File: src/rtl/uc_loop.sv
// Control decoder for the single-cycle microcontroller with a hardware loop-counter stack.
// Zero-latency combinational decode; stack and sticky err update on the edge ending SETLC/LOOP; no backpressure.
module uc_loop #(
  parameter int DEPTH = 4,
  parameter int CW    = 4
) (
  input  logic       clk,
  input  logic       reset,
  input  logic [5:0] Opcode,
  input  logic       z,
  output logic       s_inc,
  output logic       s_inm,
  output logic       we3,
  output logic       wez,
  output logic [2:0] Op,
  output logic [2:0] depth,
  output logic       err
);

  localparam int AW = (DEPTH > 1) ? $clog2(DEPTH) : 1;
  localparam logic [2:0] DMAX = 3'(DEPTH);

  typedef enum logic [2:0] {
    CL_ALU   = 3'b000,
    CL_LI    = 3'b001,
    CL_J     = 3'b010,
    CL_JZ    = 3'b011,
    CL_JNZ   = 3'b100,
    CL_NOP   = 3'b101,
    CL_SETLC = 3'b110,
    CL_LOOP  = 3'b111
  } cls_t;

  cls_t          cls;
  logic [2:0]    f;
  logic [2:0]    sp;
  logic [CW-1:0] stk [DEPTH];
  logic [AW-1:0] top_idx;
  logic [AW-1:0] push_idx;
  logic [CW-1:0] top;
  logic          full;
  logic          empty;
  logic          top_gt1;

  assign cls      = cls_t'(Opcode[5:3]);
  assign f        = Opcode[2:0];
  assign full     = (sp == DMAX);
  assign empty    = (sp == 3'd0);
  assign top_idx  = AW'(sp - 3'd1);
  assign push_idx = AW'(sp);
  assign top      = stk[top_idx];
  assign top_gt1  = (top > CW'(1));
  assign depth    = sp;

  always_comb begin
    s_inc = 1'b1;
    s_inm = 1'b0;
    we3   = 1'b0;
    wez   = 1'b0;
    Op    = f;
    if (reset) begin
      Op = 3'd0;
    end else begin
      case (cls)
        CL_ALU: begin
          we3 = 1'b1;
          wez = 1'b1;
        end
        CL_LI: begin
          s_inm = 1'b1;
          we3   = 1'b1;
        end
        CL_J:    s_inc = 1'b0;
        CL_JZ:   s_inc = ~z;
        CL_JNZ:  s_inc = z;
        // An empty stack falls through; a count of 1 is the final pass.
        CL_LOOP: s_inc = ~(~empty & top_gt1);
        default: ;
      endcase
    end
  end

  always_ff @(posedge clk or posedge reset) begin
    if (reset) begin
      sp  <= 3'd0;
      err <= 1'b0;
      for (int i = 0; i < DEPTH; i++) stk[i] <= '0;
    end else begin
      case (cls)
        CL_SETLC: begin
          if (full) begin
            err <= 1'b1;
          end else begin
            stk[push_idx] <= CW'(f) + CW'(1);
            sp            <= sp + 3'd1;
          end
        end
        CL_LOOP: begin
          if (empty) begin
            err <= 1'b1;
          end else if (top_gt1) begin
            stk[top_idx] <= top - CW'(1);
          end else begin
            sp <= sp - 3'd1;
          end
        end
        default: ;
      endcase
    end
  end

endmodule

File: config.mk
export PLATFORM = sky130hd
export DESIGN_NAME = uc_loop
export DESIGN_NICKNAME = d
export VERILOG_FILES = /design/src/rtl/uc_loop.sv
export SDC_FILE = /design/constraint.sdc
export NUM_CORES = 1
export LEC_CHECK = 0
export CAP_MARGIN = 25
export CORE_ASPECT_RATIO = 1.5
export CORE_MARGIN = 2
export CORE_UTILIZATION = 54
export CTS_CLUSTER_SIZE = 16
export DETAILED_ROUTE_END_ITERATION = 16
export GPL_TIMING_DRIVEN = 0
export PLACE_DENSITY = 0.79
export SYNTH_ARGS = -nofsm -noshare
export SYNTH_HDL_FRONTEND = slang
export SYNTH_SLANG_ARGS = --single-unit
File: constraint.sdc
create_clock -name clk -period 3.9 [get_ports clk]
set_input_delay 0.78 -clock clk [delete_from_list [all_inputs] [get_ports clk]]
set_output_delay 0.78 -clock clk [all_outputs]
set_load 0.03 [all_outputs]
# --- Word level (Yosys, flattened, before mapping) ---
# Index checks and enable logic that the tools add are counted.
word_totals:
  register_bits: 20
  latchBits: 0
  ramBits: 0
  mem_bits_ro: 0
  inputBits: 9
  out_inout_bits: 11
  elab_cells: 72
  mem_count: 0
op_classes:
  n_addsub: 4
  mul: 0
  n_div: 0
  magnitude_cmp: 5
  n_eq_ne: 13
  shifts: 0
  muxes: 29
  bitwise: 6
  n_reduce_logical: 9
op_table:
  columns: ["cell", "count"]
  rows:
  - ["two-way mux 16 bit", 3]
  - ["bitwise mux 16 bit", 2]
  - ["one-hot mux 16 bit (2 select lines)", 1]
  - ["demux 4 bit (select 2 bit)", 2]
  - ["two-way mux 4 bit", 4]
  - ["equality test 3 bit (second input constant)", 4]
  - ["two-way mux 3 bit", 4]
  - ["!= test 2 bit (second input constant)", 6]
  - ["two-way mux 1 bit", 9]
  - ["binary-select mux 4 bit (select 2 bit)", 1]
  - ["AND reduction 4 bit", 2]
  - ["equality test 3 x 2 -> 1 bit (second input constant)", 2]
  - ["greater-or-equal comparator 3 bit (second input constant)", 2]
  - ["logical NOT 3 bit", 2]
  - ["less-than comparator 3 x 1 -> 1 bit (second input constant)", 2]
  - ["inverter 2 -> 3 bit", 2]
  - ["one-hot mux 3 bit (2 select lines)", 1]
  - ["adder 3 x 1 -> 4 bit (second input constant)", 1]
  - ["> comparator 4 x 1 -> 1 bit (second input constant)", 1]
  - ["one-hot mux 1 bit (4 select lines)", 1]
  - ["subtractor 4 x 1 -> 4 bit (second input constant)", 1]
  - ["adder 3 x 1 -> 3 bit (second input constant)", 1]
  - ["equality test 3 x 1 -> 1 bit (second input constant)", 1]
  - ["inverter 1 bit", 3]
  - ["7 further kinds", 8]

# --- Logic depth before layout (Yosys ltp) ---
# Gate-level depths: netlist (run 1).
depth:
  depth_word: 10
  depth_mapped: 12
  ltp_nobuf: 9

# --- Worst setup path after synthesis (run 1) ---
# No wires, ideal clock.
synth_timing:
  kind: "register to output"
  from: "register sp[0] (netlist: depth[0])"
  to: "output s_inc"
  t_arrival_ps: 2658
  t_required_ps: 3120
  setup_slack_ps: 462
  path_stages_with_launch: 10
  path_buffers: 2
  cell_sequence: "dfrtp_1 buf_6 inv_1 ha_1 mux4_2 ha_1 nor2_1 nor4_4 buf_6 or3_1"
synth_via:
  elab_chain_len: 10
  elab_cells_between_ends: 12
  cone_classes: "1 x add/sub; 1 x order compare; 5 x mux; 4 x bitwise; 1 x reduce/logical"
synth_lines:
  columns: ["element", "line_no", "text"]
  rows:
  - ["start, declared", "36", "logic [2:0] sp;"]
  - ["start signal, assigned", "95", "sp <= sp + 3'd1;"]
  - ["start signal, assigned", "104", "sp <= sp - 3'd1;"]
  - ["subtractor 3 x 1 -> 3 bit", null, null]
  - ["named net top_idx[0]", "38", "logic [AW-1:0] top_idx;"]
  - ["inverter 2 -> 3 bit (not written as such)", "51", "assign top = stk[top_idx];"]
  - ["binary-select mux 4 bit (select 2 bit)", "51", null]
  - ["two-way mux 4 bit (not written as such) (2 in a row)", "51", null]
  - ["> comparator 4 x 1 -> 1 bit", "52", "assign top_gt1 = (top > CW'(1));"]
  - ["AND 1 bit", "77", "CL_LOOP: s_inc = ~(~empty & top_gt1);"]
  - ["inverter 1 bit", "77", null]
  - ["one-hot mux 1 bit (4 select lines)", "64", "case (cls)"]
  - ["two-way mux 1 bit", "61", "if (reset) begin"]
  - ["end, declared", "11", "output logic s_inc,"]
# The timed path passes the listed nets, and every way through them passes these cells. The select of a mux whose other input is x is not followed.

# --- Final worst setup path (run 1) ---
# Ends and elaborated chain as after synthesis.

==> metrics.txt, run 1 <==
GR Util All Layers=27.8%; Post-Layout Cell Count=201; core area=2620 sq um; #FFs+latches synth=20; Finish-stage setup viols=0; Worst Setup Start Kind=flop; 1st-iter DRT viols=between 50 and 60; Setup crit end kind=output port; Final nets=182; largest area contributor in the netlist=dfrtp_1; vias in the first global route=1343; Final ANT Viol Nets=0; area added between synthesis and finish=21.5%; most common cell after layout, fill and taps aside=dfrtp_1; fill cell count=199; Clock Path Buffers=2; CTS tree=done; pwr dens=about 840 nW/um^2; Die Span X=46.4 um; CTS Hold Buffers Added=0; later-pin clock latency in the skew report=0.26 ns; CP Max Fanout=10; Post-Route WL=3800 um; register share of total power=24.7%; Syn Nets=157; combinational fraction of design power=between 60 and 70%; Final min period=3.72 ns; starting density of the core=55.5%; Seq/Total Area, Yosys=34.4%; Die Y=between 60 and 70 um; clock power share=14.0%; Hold Path Class=reg -> reg; # clock sinks=20; CP arrival=2.94 ns; Top Ports=20; Slew Limit Fails=0; Fin. Hold Viols=0; vias per cell=6.51; slew margin rel.=50.5%; layout cells sized above 1=14.0%; syn avg cell area=10.4 sq um; Sw Share=approximately 43%; number of max-cap violations=0; Fmax=269 MHz; post-DR wirelength/cell=18.9 um; first-pass GRT wire length=6150 um; clock-pin slew on the worst setup and hold paths=about 0.07 ns; detailed placement HPWL=2940 um; initial antenna violation count=0; total number of vias=1309; most frequent cells in the layout=20 x dfrtp_1, 18 x clkdlybuf4s50_1, 11 x a22o_1; H-tree depth reported by CTS=1; CTS root buf=clkbuf_8; Max rail drop VDD=0.000516 V; Post-Place Cell Area=1690 sq um; share of the synthesized area in the top cell type=34.4%; Inserted Diodes=0; final instance area=about 1800 sq um; number of buffers created by CTS=3; static leakage=0.705 nW; TritonRoute pass-1 iters=4; crit path kind=reg -> out; Mapped Cells=140; RSZ-0062 raised after global routing=false; Warnings, synthesis=0; Async S/R FF share, synth=100%; Post-synth EDFFs=0; maximum number of pins on one net before global-route repair=21; # port buffers=19; status=finished, final reports clean; top cells by area, synth=dfrtp_1 34%, ha_1 6.9%, a22o_1 6.6%, mux4_2 6.2%, o22ai_1 3.9%; final worst-path cycle share=95.3%; drc violations=0; Yosys cell types=41; Placed Cells=196; synthesized area=1450 sq um; Synth Flop Type=dfrtp_1; internal power=0.836 mW; clock skew=0.00264 ns; GRT overflow=0; Placer Congestion=0.919; total chip power=1.48 mW; Net Sw Power=0.640 mW; Die Area=3130 sq um; Data required, critical path=3.12 ns; row count=23; worst slew pin tran=approximately 0.74 ns
-- cell type report --
| cell class | count | area (sq um) | area share, % |
|---|---|---|---|
| multi-input cells | 106 | 873 | 49.4 |
| well taps | 37 | 46.3 | 2.62 |
| clock inverters | 1 | 30.0 | 1.70 |
| repair buffers | 20 | 193 | 10.9 |
| clock buffers | 3 | 41.3 | 2.34 |
| inverters | 6 | 22.5 | 1.27 |
| plain buffers | 8 | 60.1 | 3.40 |
| flip-flops and latches | 20 | 500 | 28.3 |
-- layer usage --
layer	wire [um]	vias up	track usage, %
li1	-	591	-
met1	1430	632	29.2
met2	2000	66	49.5
met3	210	20	5.08
met4	162	0	15.7
met5	0	-	0
-- kinds of logic after synthesis --
logic type	count (synthesis)	share of synthesized area, %
buffers and inverters	14	5.68
multiplexers	4	6.20
adder cells (fa/ha/maj)	8	6.88
AO/OA/AOI/OAI	45	22.6
flip-flops	20	34.4
AND/OR/NAND/NOR	42	20.0
XOR/XNOR	7	4.22
-- sequential cells by signal, summed over array words and instances (netlist names) --
register,cells
depth,3
err,1
stk,16
-- worst paths after layout --
path                                      start            endpoint  slack, ns  cells past startpoint
hold reg to reg                 err$_DFFE_PP0P_     err$_DFFE_PP0P_       0.47                      1
min in group asynchronous                 reset  stk[7]$_DFFE_PP0P_       1.12                      2
hold / removal                  err$_DFFE_PP0P_     err$_DFFE_PP0P_       0.47                      1
setup / recovery           depth[0]$_DFFE_PP0P_               s_inc       0.18                     10
setup reg to reg           depth[0]$_DFFE_PP0P_  stk[0]$_DFFE_PP0P_       1.00                     10
max in group asynchronous                 reset     err$_DFFE_PP0P_       2.31                      2
-- power by group through the flow --
stage	clock [mW]	sequential, mW	combinational, mW
2_1_floorplan	0	0.388	0.630
3_3_place_gp	0	0.357	0.854
3_5_place_dp	0	0.366	0.866
4_1_cts	0.212	0.362	0.895
5_1_grt	0.220	0.372	0.969
6_report	0.207	0.365	0.904
-- cells in the mapped netlist (2+ instances only) --
cell type / number
or3_4: 4
xnor2_1: 5
inv_1: 6
mux4_2: 4
o22ai_1: 9
a21boi_0: 3
buf_6: 4
nor3_1: 2
ha_1: 8
o311ai_1: 4
o21ai_1: 2
dfrtp_1: 20
and3_1: 2
a22o_1: 11
clkbuf_1: 3
a21oi_1: 3
xor2_1: 2
nor2b_1: 4
nand2_1: 6
o31ai_1: 4
nand4_1: 8
o21ai_0: 3
nand3_1: 3
nand2b_1: 3
-- stage by stage --
step                TNS (ns)  util, %  hold slack (ns)  worst slack [ns]
floorplan                  0        -            0.452             0.462
global placement     -0.0675     64.5            0.455           -0.0675
detailed placement   -0.0886     64.5            0.454           -0.0886
CTS                        0     67.6            0.472            0.0163
global route               0     67.5            0.484            0.0590
finish                     0     67.5            0.469             0.184
-- worst max-delay path, cell delays in order (launching register included) --
cell	delay, ns
dfrtp_1	0.43
buf_6	0.18
inv_1	0.09
ha_2	0.43
mux4_2	0.36
ha_1	0.20
nor2_1	0.21
nor4_4	0.09
buf_6	0.15
or3_1	0.34
clkbuf_2	0.19
-- timing repair --
item / CTS / global route
endpoints found under the hold margin: 0 / 0
cloned: 0 / 0
pin swaps: 0 / 0
gates resized for setup: 2 / 2
setup buffers: 1 / 0
setup endpoints to repair: 1 / 1
(Power assumes the default switching activity.)
==> run 2: changes to the inputs <==
--- a/config.mk
+++ b/config.mk
@@ -5,7 +5,6 @@
 export SDC_FILE = /design/constraint.sdc
 export NUM_CORES = 1
 export LEC_CHECK = 0
-export CAP_MARGIN = 25
 export CORE_ASPECT_RATIO = 1.5
 export CORE_MARGIN = 2
 export CORE_UTILIZATION = 54
@@ -16,3 +15,4 @@
 export SYNTH_ARGS = -nofsm -noshare
 export SYNTH_HDL_FRONTEND = slang
 export SYNTH_SLANG_ARGS = --single-unit
+export TNS_END_PERCENT = 30
==> results of run 2 <==
No change in the layout: final DEF, timing and power equal those of run 1.
==> run 3: changes to the inputs <==
--- a/config.mk
+++ b/config.mk
@@ -11,6 +11,7 @@
 export CTS_CLUSTER_SIZE = 16
 export DETAILED_ROUTE_END_ITERATION = 16
 export GPL_TIMING_DRIVEN = 0
+export HOLD_SLACK_MARGIN = 0.02
 export PLACE_DENSITY = 0.79
 export SYNTH_ARGS = -nofsm -noshare
 export SYNTH_HDL_FRONTEND = slang
==> results of run 3 <==
No change in the layout: final DEF, timing and power equal those of run 1.
